==> src/rtl/vram_write_sched_pkg.sv <==
// rtl/vram_write_sched_pkg.sv - shared VRAM geometry and fill FSM encoding
// Purpose: constants shared with CHR_GEN / NTSC_TG and the fill FSM state type.
// Ports: none (package).
package vram_write_sched_pkg;

  localparam int C_VRAM_AW = 10;
  localparam int C_VRAM_DW = 8;

  typedef enum logic [1:0] {
    ST_IDLE = 2'd0,
    ST_RUN  = 2'd1,
    ST_DONE = 2'd2
  } fill_state_e;

endpackage

==> src/rtl/vram_write_sched_if.sv <==
// rtl/vram_write_sched_if.sv - CPU write bus and VRAM write port bundle
// Purpose: groups the CPU write handshake and the VRAM write port signals.
// Signals:
//   CPU_WDs/CPU_WAs/CPU_WE  CPU write data/address/valid (master -> slave)
//   CPU_RDY                 FIFO can accept (slave -> master)
//   VRAM_WDs/WAs/WE         write port towards CHR_GEN (slave -> master)
interface vram_write_sched_if
  import vram_write_sched_pkg::*;
#(
  parameter int C_AW = C_VRAM_AW,
  parameter int C_DW = C_VRAM_DW
);

  logic [C_DW-1:0] CPU_WDs;
  logic [C_AW-1:0] CPU_WAs;
  logic            CPU_WE;
  logic            CPU_RDY;
  logic [C_DW-1:0] VRAM_WDs;
  logic [C_AW-1:0] VRAM_WAs;
  logic            VRAM_WE;

  modport master (
    output CPU_WDs, CPU_WAs, CPU_WE,
    input  CPU_RDY, VRAM_WDs, VRAM_WAs, VRAM_WE
  );

  modport slave (
    input  CPU_WDs, CPU_WAs, CPU_WE,
    output CPU_RDY, VRAM_WDs, VRAM_WAs, VRAM_WE
  );

endinterface

==> src/rtl/vram_wr_fifo.sv <==
// rtl/vram_wr_fifo.sv - synchronous first-word-fall-through FIFO
// Purpose: small CPU write buffer; head word is always visible on rdata_o.
// Ports:
//   clk_i, rstn_i        clock, synchronous active-low reset
//   push_i, wdata_i      write request/data (refused while full)
//   pop_i                drop head word (ignored while empty)
//   rdata_o              head word
//   full_o, empty_o      status from the registered count
//   count_o              number of stored words
module vram_wr_fifo #(
  parameter int C_W    = 18,
  parameter int C_FD_W = 2
) (
  input  logic              clk_i,
  input  logic              rstn_i,
  input  logic              push_i,
  input  logic [C_W-1:0]    wdata_i,
  input  logic              pop_i,
  output logic [C_W-1:0]    rdata_o,
  output logic              full_o,
  output logic              empty_o,
  output logic [C_FD_W:0]   count_o
);

  localparam int LP_DEPTH = 1 << C_FD_W;
  localparam logic [C_FD_W:0] LP_FULL = (C_FD_W+1)'(LP_DEPTH);

  logic [C_W-1:0]    mem_q [LP_DEPTH];
  logic [C_FD_W-1:0] wptr_q, rptr_q;
  logic [C_FD_W:0]   cnt_q, cnt_d;
  logic              do_push, do_pop;

  assign full_o  = (cnt_q == LP_FULL);
  assign empty_o = (cnt_q == '0);
  assign count_o = cnt_q;
  assign rdata_o = mem_q[rptr_q];

  // Full refuses a push even when a pop frees a slot in the same cycle.
  assign do_push = push_i & ~full_o;
  assign do_pop  = pop_i & ~empty_o;

  always_comb begin
    cnt_d = cnt_q;
    if (do_push && !do_pop) cnt_d = cnt_q + 1'b1;
    else if (do_pop && !do_push) cnt_d = cnt_q - 1'b1;
  end

  always_ff @(posedge clk_i) begin
    if (!rstn_i) begin
      wptr_q <= '0;
      rptr_q <= '0;
      cnt_q  <= '0;
    end else begin
      if (do_push) wptr_q <= wptr_q + 1'b1;
      if (do_pop)  rptr_q <= rptr_q + 1'b1;
      cnt_q <= cnt_d;
    end
  end

  always_ff @(posedge clk_i) begin
    if (do_push) mem_q[wptr_q] <= wdata_i;
  end

endmodule

==> src/rtl/vram_write_sched.sv <==
// rtl/vram_write_sched.sv - VRAM write port scheduler (CPU FIFO + fill engine)
// Purpose: shares the single CHR_GEN VRAM write port between buffered CPU
//   writes and a range-fill engine; at most one write per CK_EE_i slot,
//   optionally only during blanking.
// Ports:
//   CK_i, XSYS_R_i        clock, synchronous active-low reset
//   CK_EE_i               write-slot clock enable
//   BLANK_i               blanking indicator
//   BUS_WR_BLANK_ONLY     restrict writes to blanking
//   FILL_REQ_i            start fill (sampled while idle)
//   FILL_CODEs_i          fill code
//   FILL_STARTs_i         first fill address
//   FILL_LENs_i           fill length, 0 means the whole VRAM
//   FILL_BUSY_o           fill engine active
//   FILL_DONE_o           one-cycle pulse at fill completion
//   bus                   CPU write handshake and VRAM write port
module vram_write_sched
  import vram_write_sched_pkg::*;
#(
  parameter int C_AW   = C_VRAM_AW,
  parameter int C_DW   = C_VRAM_DW,
  parameter int C_FD_W = 2
) (
  input  logic                CK_i,
  input  logic                XSYS_R_i,
  input  logic                CK_EE_i,
  input  logic                BLANK_i,
  input  logic                BUS_WR_BLANK_ONLY,
  input  logic                FILL_REQ_i,
  input  logic [C_DW-1:0]     FILL_CODEs_i,
  input  logic [C_AW-1:0]     FILL_STARTs_i,
  input  logic [C_AW-1:0]     FILL_LENs_i,
  output logic                FILL_BUSY_o,
  output logic                FILL_DONE_o,
  vram_write_sched_if.slave   bus
);

  logic [C_AW+C_DW-1:0] fifo_rdata;
  logic                 fifo_full, fifo_empty;
  logic [C_FD_W:0]      fifo_count_unused;

  fill_state_e          state_q, state_d;
  logic [C_AW-1:0]      adr_q, adr_d;
  logic [C_AW:0]        rem_q, rem_d;
  logic [C_DW-1:0]      code_q, code_d;

  logic                 last_fill_q;
  logic [C_DW-1:0]      vram_wd_q;
  logic [C_AW-1:0]      vram_wa_q;
  logic                 vram_we_q;

  logic                 slot, cpu_cand, fill_cand, gnt_cpu, gnt_fill;

  vram_wr_fifo #(
    .C_W    (C_AW + C_DW),
    .C_FD_W (C_FD_W)
  ) u_fifo (
    .clk_i   (CK_i),
    .rstn_i  (XSYS_R_i),
    .push_i  (bus.CPU_WE),
    .wdata_i ({bus.CPU_WAs, bus.CPU_WDs}),
    .pop_i   (gnt_cpu),
    .rdata_o (fifo_rdata),
    .full_o  (fifo_full),
    .empty_o (fifo_empty),
    .count_o (fifo_count_unused)
  );

  assign slot      = CK_EE_i & (~BUS_WR_BLANK_ONLY | BLANK_i);
  assign cpu_cand  = ~fifo_empty;
  assign fill_cand = (state_q == ST_RUN);

  // Round-robin: on a tie the previous winner yields.
  always_comb begin
    gnt_cpu  = 1'b0;
    gnt_fill = 1'b0;
    if (slot) begin
      if (cpu_cand && fill_cand) begin
        if (last_fill_q) gnt_cpu  = 1'b1;
        else             gnt_fill = 1'b1;
      end else begin
        gnt_cpu  = cpu_cand;
        gnt_fill = fill_cand;
      end
    end
  end

  always_comb begin
    state_d = state_q;
    adr_d   = adr_q;
    rem_d   = rem_q;
    code_d  = code_q;
    case (state_q)
      ST_IDLE: begin
        if (FILL_REQ_i) begin
          code_d  = FILL_CODEs_i;
          adr_d   = FILL_STARTs_i;
          rem_d   = (FILL_LENs_i == '0) ? {1'b1, {C_AW{1'b0}}} : {1'b0, FILL_LENs_i};
          state_d = ST_RUN;
        end
      end
      ST_RUN: begin
        if (gnt_fill) begin
          adr_d = adr_q + 1'b1;
          rem_d = rem_q - 1'b1;
          if (rem_q == (C_AW+1)'(1)) state_d = ST_DONE;
        end
      end
      default: state_d = ST_IDLE;
    endcase
  end

  always_ff @(posedge CK_i) begin
    if (!XSYS_R_i) begin
      state_q <= ST_IDLE;
      adr_q   <= '0;
      rem_q   <= '0;
      code_q  <= '0;
    end else begin
      state_q <= state_d;
      adr_q   <= adr_d;
      rem_q   <= rem_d;
      code_q  <= code_d;
    end
  end

  // Outputs only move on CK_EE_i so each write lasts one full CK_EE period.
  always_ff @(posedge CK_i) begin
    if (!XSYS_R_i) begin
      vram_wd_q   <= '0;
      vram_wa_q   <= '0;
      vram_we_q   <= 1'b0;
      last_fill_q <= 1'b0;
    end else begin
      if (gnt_cpu || gnt_fill) last_fill_q <= gnt_fill;
      if (CK_EE_i) begin
        vram_we_q <= gnt_cpu | gnt_fill;
        if (gnt_cpu) begin
          vram_wa_q <= fifo_rdata[C_AW+C_DW-1:C_DW];
          vram_wd_q <= fifo_rdata[C_DW-1:0];
        end else if (gnt_fill) begin
          vram_wa_q <= adr_q;
          vram_wd_q <= code_q;
        end
      end
    end
  end

  assign bus.CPU_RDY  = ~fifo_full;
  assign bus.VRAM_WDs = vram_wd_q;
  assign bus.VRAM_WAs = vram_wa_q;
  assign bus.VRAM_WE  = vram_we_q;
  assign FILL_BUSY_o  = (state_q != ST_IDLE);
  assign FILL_DONE_o  = (state_q == ST_DONE);

endmodule
==> src/flat_wrapper.sv <==
// flat-port wrapper written by rule: the top's interface ports become plain ports
module vram_write_sched_flat import vram_write_sched_pkg::*;
#(
  parameter int C_AW   = C_VRAM_AW,
  parameter int C_DW   = C_VRAM_DW,
  parameter int C_FD_W = 2
)
  (CK_i, XSYS_R_i, CK_EE_i, BLANK_i, BUS_WR_BLANK_ONLY, FILL_REQ_i, FILL_CODEs_i, FILL_STARTs_i, FILL_LENs_i, FILL_BUSY_o, FILL_DONE_o, bus_CPU_WDs, bus_CPU_WAs, bus_CPU_WE, bus_CPU_RDY, bus_VRAM_WDs, bus_VRAM_WAs, bus_VRAM_WE);
  vram_write_sched_if #(.C_AW(C_AW), .C_DW(C_DW)) bus_i ();
  input  logic CK_i;
  input  logic XSYS_R_i;
  input  logic CK_EE_i;
  input  logic BLANK_i;
  input  logic BUS_WR_BLANK_ONLY;
  input  logic FILL_REQ_i;
  input  logic [C_DW-1:0] FILL_CODEs_i;
  input  logic [C_AW-1:0] FILL_STARTs_i;
  input  logic [C_AW-1:0] FILL_LENs_i;
  output logic FILL_BUSY_o;
  output logic FILL_DONE_o;
  input wire logic [$bits(bus_i.CPU_WDs)-1:0] bus_CPU_WDs;
  input wire logic [$bits(bus_i.CPU_WAs)-1:0] bus_CPU_WAs;
  input wire logic [$bits(bus_i.CPU_WE)-1:0] bus_CPU_WE;
  output wire logic [$bits(bus_i.CPU_RDY)-1:0] bus_CPU_RDY;
  output wire logic [$bits(bus_i.VRAM_WDs)-1:0] bus_VRAM_WDs;
  output wire logic [$bits(bus_i.VRAM_WAs)-1:0] bus_VRAM_WAs;
  output wire logic [$bits(bus_i.VRAM_WE)-1:0] bus_VRAM_WE;
  assign bus_i.CPU_WDs = bus_CPU_WDs;
  assign bus_i.CPU_WAs = bus_CPU_WAs;
  assign bus_i.CPU_WE = bus_CPU_WE;
  assign bus_CPU_RDY = bus_i.CPU_RDY;
  assign bus_VRAM_WDs = bus_i.VRAM_WDs;
  assign bus_VRAM_WAs = bus_i.VRAM_WAs;
  assign bus_VRAM_WE = bus_i.VRAM_WE;
  vram_write_sched #(.C_AW(C_AW), .C_DW(C_DW), .C_FD_W(C_FD_W)) u_core (.CK_i(CK_i), .XSYS_R_i(XSYS_R_i), .CK_EE_i(CK_EE_i), .BLANK_i(BLANK_i), .BUS_WR_BLANK_ONLY(BUS_WR_BLANK_ONLY), .FILL_REQ_i(FILL_REQ_i), .FILL_CODEs_i(FILL_CODEs_i), .FILL_STARTs_i(FILL_STARTs_i), .FILL_LENs_i(FILL_LENs_i), .FILL_BUSY_o(FILL_BUSY_o), .FILL_DONE_o(FILL_DONE_o), .bus(bus_i));
endmodule
==> config.mk <==
export PLATFORM = sky130hd
export DESIGN_NAME = vram_write_sched_flat
export DESIGN_NICKNAME = d
export VERILOG_FILES = /design/src/rtl/vram_write_sched_pkg.sv /design/src/rtl/vram_write_sched_if.sv /design/src/rtl/vram_wr_fifo.sv /design/src/rtl/vram_write_sched.sv /design/src/flat_wrapper.sv
export SDC_FILE = /design/constraint.sdc
export NUM_CORES = 1
export LEC_CHECK = 0
export CAP_MARGIN = 25
export CORE_MARGIN = 2
export CORE_UTILIZATION = 49
export CTS_BUF_LIST = sky130_fd_sc_hd__clkbuf_4 sky130_fd_sc_hd__clkbuf_8 sky130_fd_sc_hd__clkbuf_16
export DETAILED_ROUTE_END_ITERATION = 10
export PLACE_DENSITY = 0.86
export SLEW_MARGIN = 25
export SYNTH_ARGS = -nofsm -noshare
export SYNTH_HDL_FRONTEND = slang
export SYNTH_SLANG_ARGS = --single-unit
==> constraint.sdc <==
create_clock -name CK_i -period 2.3 [get_ports CK_i]
set_input_delay 0.345 -clock CK_i [delete_from_list [all_inputs] [get_ports CK_i]]
set_output_delay 0.345 -clock CK_i [all_outputs]
set_load 0.02 [all_outputs]
==> results.toml <==
[routing]
post-route-drc-count = 0
wl_per_cell_um = 18.67
wl_met3_um = 900
top_layer = "met4"
dr_total_vias = 4057
detail-route-antenna-nets = 0
routed_wl_mm = 13.11
vias_per_cell = 5.779
drtPass1Iterations = 5
wl_met2_mm = 6.660
drt_iter0_markers = 403
wirelength_met1_mm = 5.291

[min_path]
hold-path-cell-count = 2
min_from = "u_core.code_q[6]"
min_to = "u_core.code_q[6]"
worstHoldPathType = "reg2reg"

[clock_network]
clkSinkCount = 132
cts.path.max_buffers = 2
clock_latency_ns = 0.41
clkTransAtPathRegs_ns = 0.06
cts_made_buffers = 17
cts_setup_buffers = 0
cts_root_buf = "clkbuf_16"
cts.hold.buffers_added = 0
tritoncts = "built"
htreeDepth = 4

[floorplanning]
die_h_um = 110.6
start_util = 0.5069
placementRows = 38
core_area_um2 = 10980
die_w_um = 110.6
ios = 75
die_area_um2 = 12230

[timing]
holdWs_ns = 0.4616
fin_crit_ns = 2.173
fin_crit_sh = 0.9446
fmax_ghz = 0.4603
max_slew_margin = 0.4001
worstMarginPinSlew_ns = 0.8968
fin_tns_setup_ns = 0
rsz0062_at_grt = "no"
final_max_slew_viol_count = 0
setup_viol = 0
finalWorstSetupSlack_ns = 0.1274
skew_ns = 0.008122
hold_viol = 0

[yosys]
yosys.area.top_type = "edfxtp_1"
yosys.area.top_type_share = 0.3883
syn-num-nets = 522
mappedNetlistArea_um2 = 5568
ys_ff_latch = 132
yosysMostFrequentCell = "edfxtp_1"
synth.avg_cell_area_um2 = 12.10
synth_edf_count = 72
ys_warn_count = 0
synth-seq-area-share = 0.6040
ys_types = 52
synthTopCellsByCount = "72 x edfxtp_1, 60 x dfxtp_1, 56 x a21oi_1"
ys_top_cells_by_area = "edfxtp_1 39%, dfxtp_1 22%, mux4_2 7.3%"
synth_ff_type = "edfxtp_1"
async_reset_ff_frac = 0
synth_cells = 460

[placed_design]
hpwl_mm = 8.538
numPortBuffers = 74
dp_cells = 670
gp_congestion = 0.8321
post-place-ws_ns = -0.1745

[run]
cap_violations = 0

[critical_path]
critPathMaxStageDelay_ns = 0.44
worstSetupEndpointType = "flip-flop"
critical_path_class = "reg2reg"
crit_fanout = 6
crit_slowest_cell = "dfxtp_1"
timing.rr.start = "u_core.u_fifo.count_o[1]"
reg2reg_slack_ns = 0.13
arrival_ns = 2.51
ff2ff_path_depth = 9
path_cells = "nor2_1, nand2_1, and2_1, ha_1, inv_1, fa_1, xor2_1, or3_1, a21oi_1"
cp_data_required_time_ns = 2.63
worstReg2RegEnd = "u_core.u_fifo.count_o[2]"
cp-start-kind = "flip-flop"

[cells_and_area]
finalNonFillerCells = 702
area_growth_pct = 27.87
num_antenna_cells = 0
utilization = 0.6482
fin_nets = 611
fill_cells = 784
drive_gt1_frac = 0.1423

[pwr]
switchingPower_w = 0.002047
power.leakage_nw = 2.615
clkPwrFrac = 0.358
switching_share = 0.2874
p_int_w = 0.005074
ir_drop_mv = 0.5899
power.density_nw_per_um2 = 1000
p_comb_frac = 0.221
seqPwrFrac = 0.421

[grt]
overflow = 0
gr-usage-all-layers = 0.2256
grt_max_degree = 37
grt_pass1_wl_mm = 21.58
grt_pass1_vias = 4238
grt_antenna_before_repair = 0

[run_status]
run_status = "finished, final reports clean"
[critical path: cells and delay by family, from the launching register on]
| family | cells | cell delay (ns) |
|---|---|---|
| adders and majority gates | 2 | 0.55 |
| and+or+nand+nor | 4 | 0.73 |
| buffers and inverters | 1 | 0.06 |
| xor gates and xnor gates | 1 | 0.17 |
| AOI/OAI and AO/OA | 1 | 0.15 |
| DFF | 1 | 0.44 |
[what timing repair did]
action | 4_1_cts | 5_1_grt
setup endpoints to repair | 0 | 1
resized for setup | 0 | 1
endpoints found under the hold margin | 0 | 0
[layer usage]
layer / up-vias / global-route usage
li1: 1898 / -
met1: 1959 / 0.2775
met2: 179 / 0.3840
met3: 21 / 0.06422
met4: 0 / 0.07500
met5: - / 0
[how the worst max path moves through the flow]
stage | end | cells after the start | slack, ns | start
after CTS | u_core.u_fifo.count_o[2] | 9 | 0.09 | u_core.u_fifo.count_o[0]
after global placement | u_core.rem_q[0] | 6 | -0.09 | BUS_WR_BLANK_ONLY
after detailed placement | u_core.rem_q[3] | 7 | -0.17 | BUS_WR_BLANK_ONLY
final | u_core.u_fifo.count_o[2] | 9 | 0.13 | u_core.u_fifo.count_o[1]
after global routing | u_core.u_fifo.count_o[2] | 9 | 0.006 | u_core.u_fifo.count_o[1]
after floorplan | u_core.u_fifo.count_o[2] | 10 | 0.04 | u_core.u_fifo.count_o[0]
[sequential cells by signal, summed over array words and instances, names as in the netlist, 2 cells and up, named ones only]
| signal | flops |
|---|---|
| u_core.u_fifo.mem_q | 72 |
| u_core.rem_q | 11 |
| u_core.adr_q | 10 |
| u_core.bus.VRAM_WAs | 10 |
| u_core.bus.VRAM_WDs | 8 |
| u_core.code_q | 8 |
| u_core.u_fifo.count_o | 3 |
| u_core.state_q | 2 |
| u_core.u_fifo.rptr_q | 2 |
| u_core.u_fifo.wptr_q | 2 |
[cell type report]
type	count	area, µm²	share of cell area
clock inverter	14	131.4	0.01845
timing repair buffer	97	925.9	0.1301
sequential	132	3364	0.4726
inverter	12	45.04	0.006327
tap	140	175.2	0.02460
clock buffer	18	432.9	0.06081
multi-input combinational	289	2044	0.2872
[cells by family after synthesis]
kind of cell | after synthesis | synth area share
flip-flops | 132 | 0.6040
AO/OA/AOI/OAI | 119 | 0.1247
AND/OR/NAND/NOR | 117 | 0.1009
buffers and inverters | 39 | 0.03011
multiplexers | 39 | 0.1108
adder cells (fa/ha/maj) | 9 | 0.02157
XOR/XNOR | 5 | 0.007867
[power by group through the flow]
stage | Combinational [W] | Sequential [W] | Clock, W
after floorplan | 0.000882 | 0.00308 | 0
final | 0.00157 | 0.00300 | 0.00255
after global routing | 0.00170 | 0.00303 | 0.00269
after CTS | 0.00158 | 0.00300 | 0.00258
after global placement | 0.00149 | 0.00301 | 0
after detailed placement | 0.00155 | 0.00304 | 0
[metrics by stage]
stage               area (µm²)  total power, W
CTS                       7118        0.007153
finish                    7119        0.007121
detailed placement        6554        0.004587
global placement          6554        0.004496
global route              7119        0.007417
floorplan                 5575        0.003965
[layout by cell type, fill, tap and decap left out, types with 14 or more instances in the layout]
master and instances:
a21oi_1 56, buf_4 22, clkbuf_16 17, clkdlybuf4s50_1 74, dfxtp_1 59, edfxtp_1 72, mux2i_1 20, mux4_2 18
nand2_1 42, nor2_1 21, o21ai_0 24, o21ai_1 14
(Power assumes the default switching activity.)
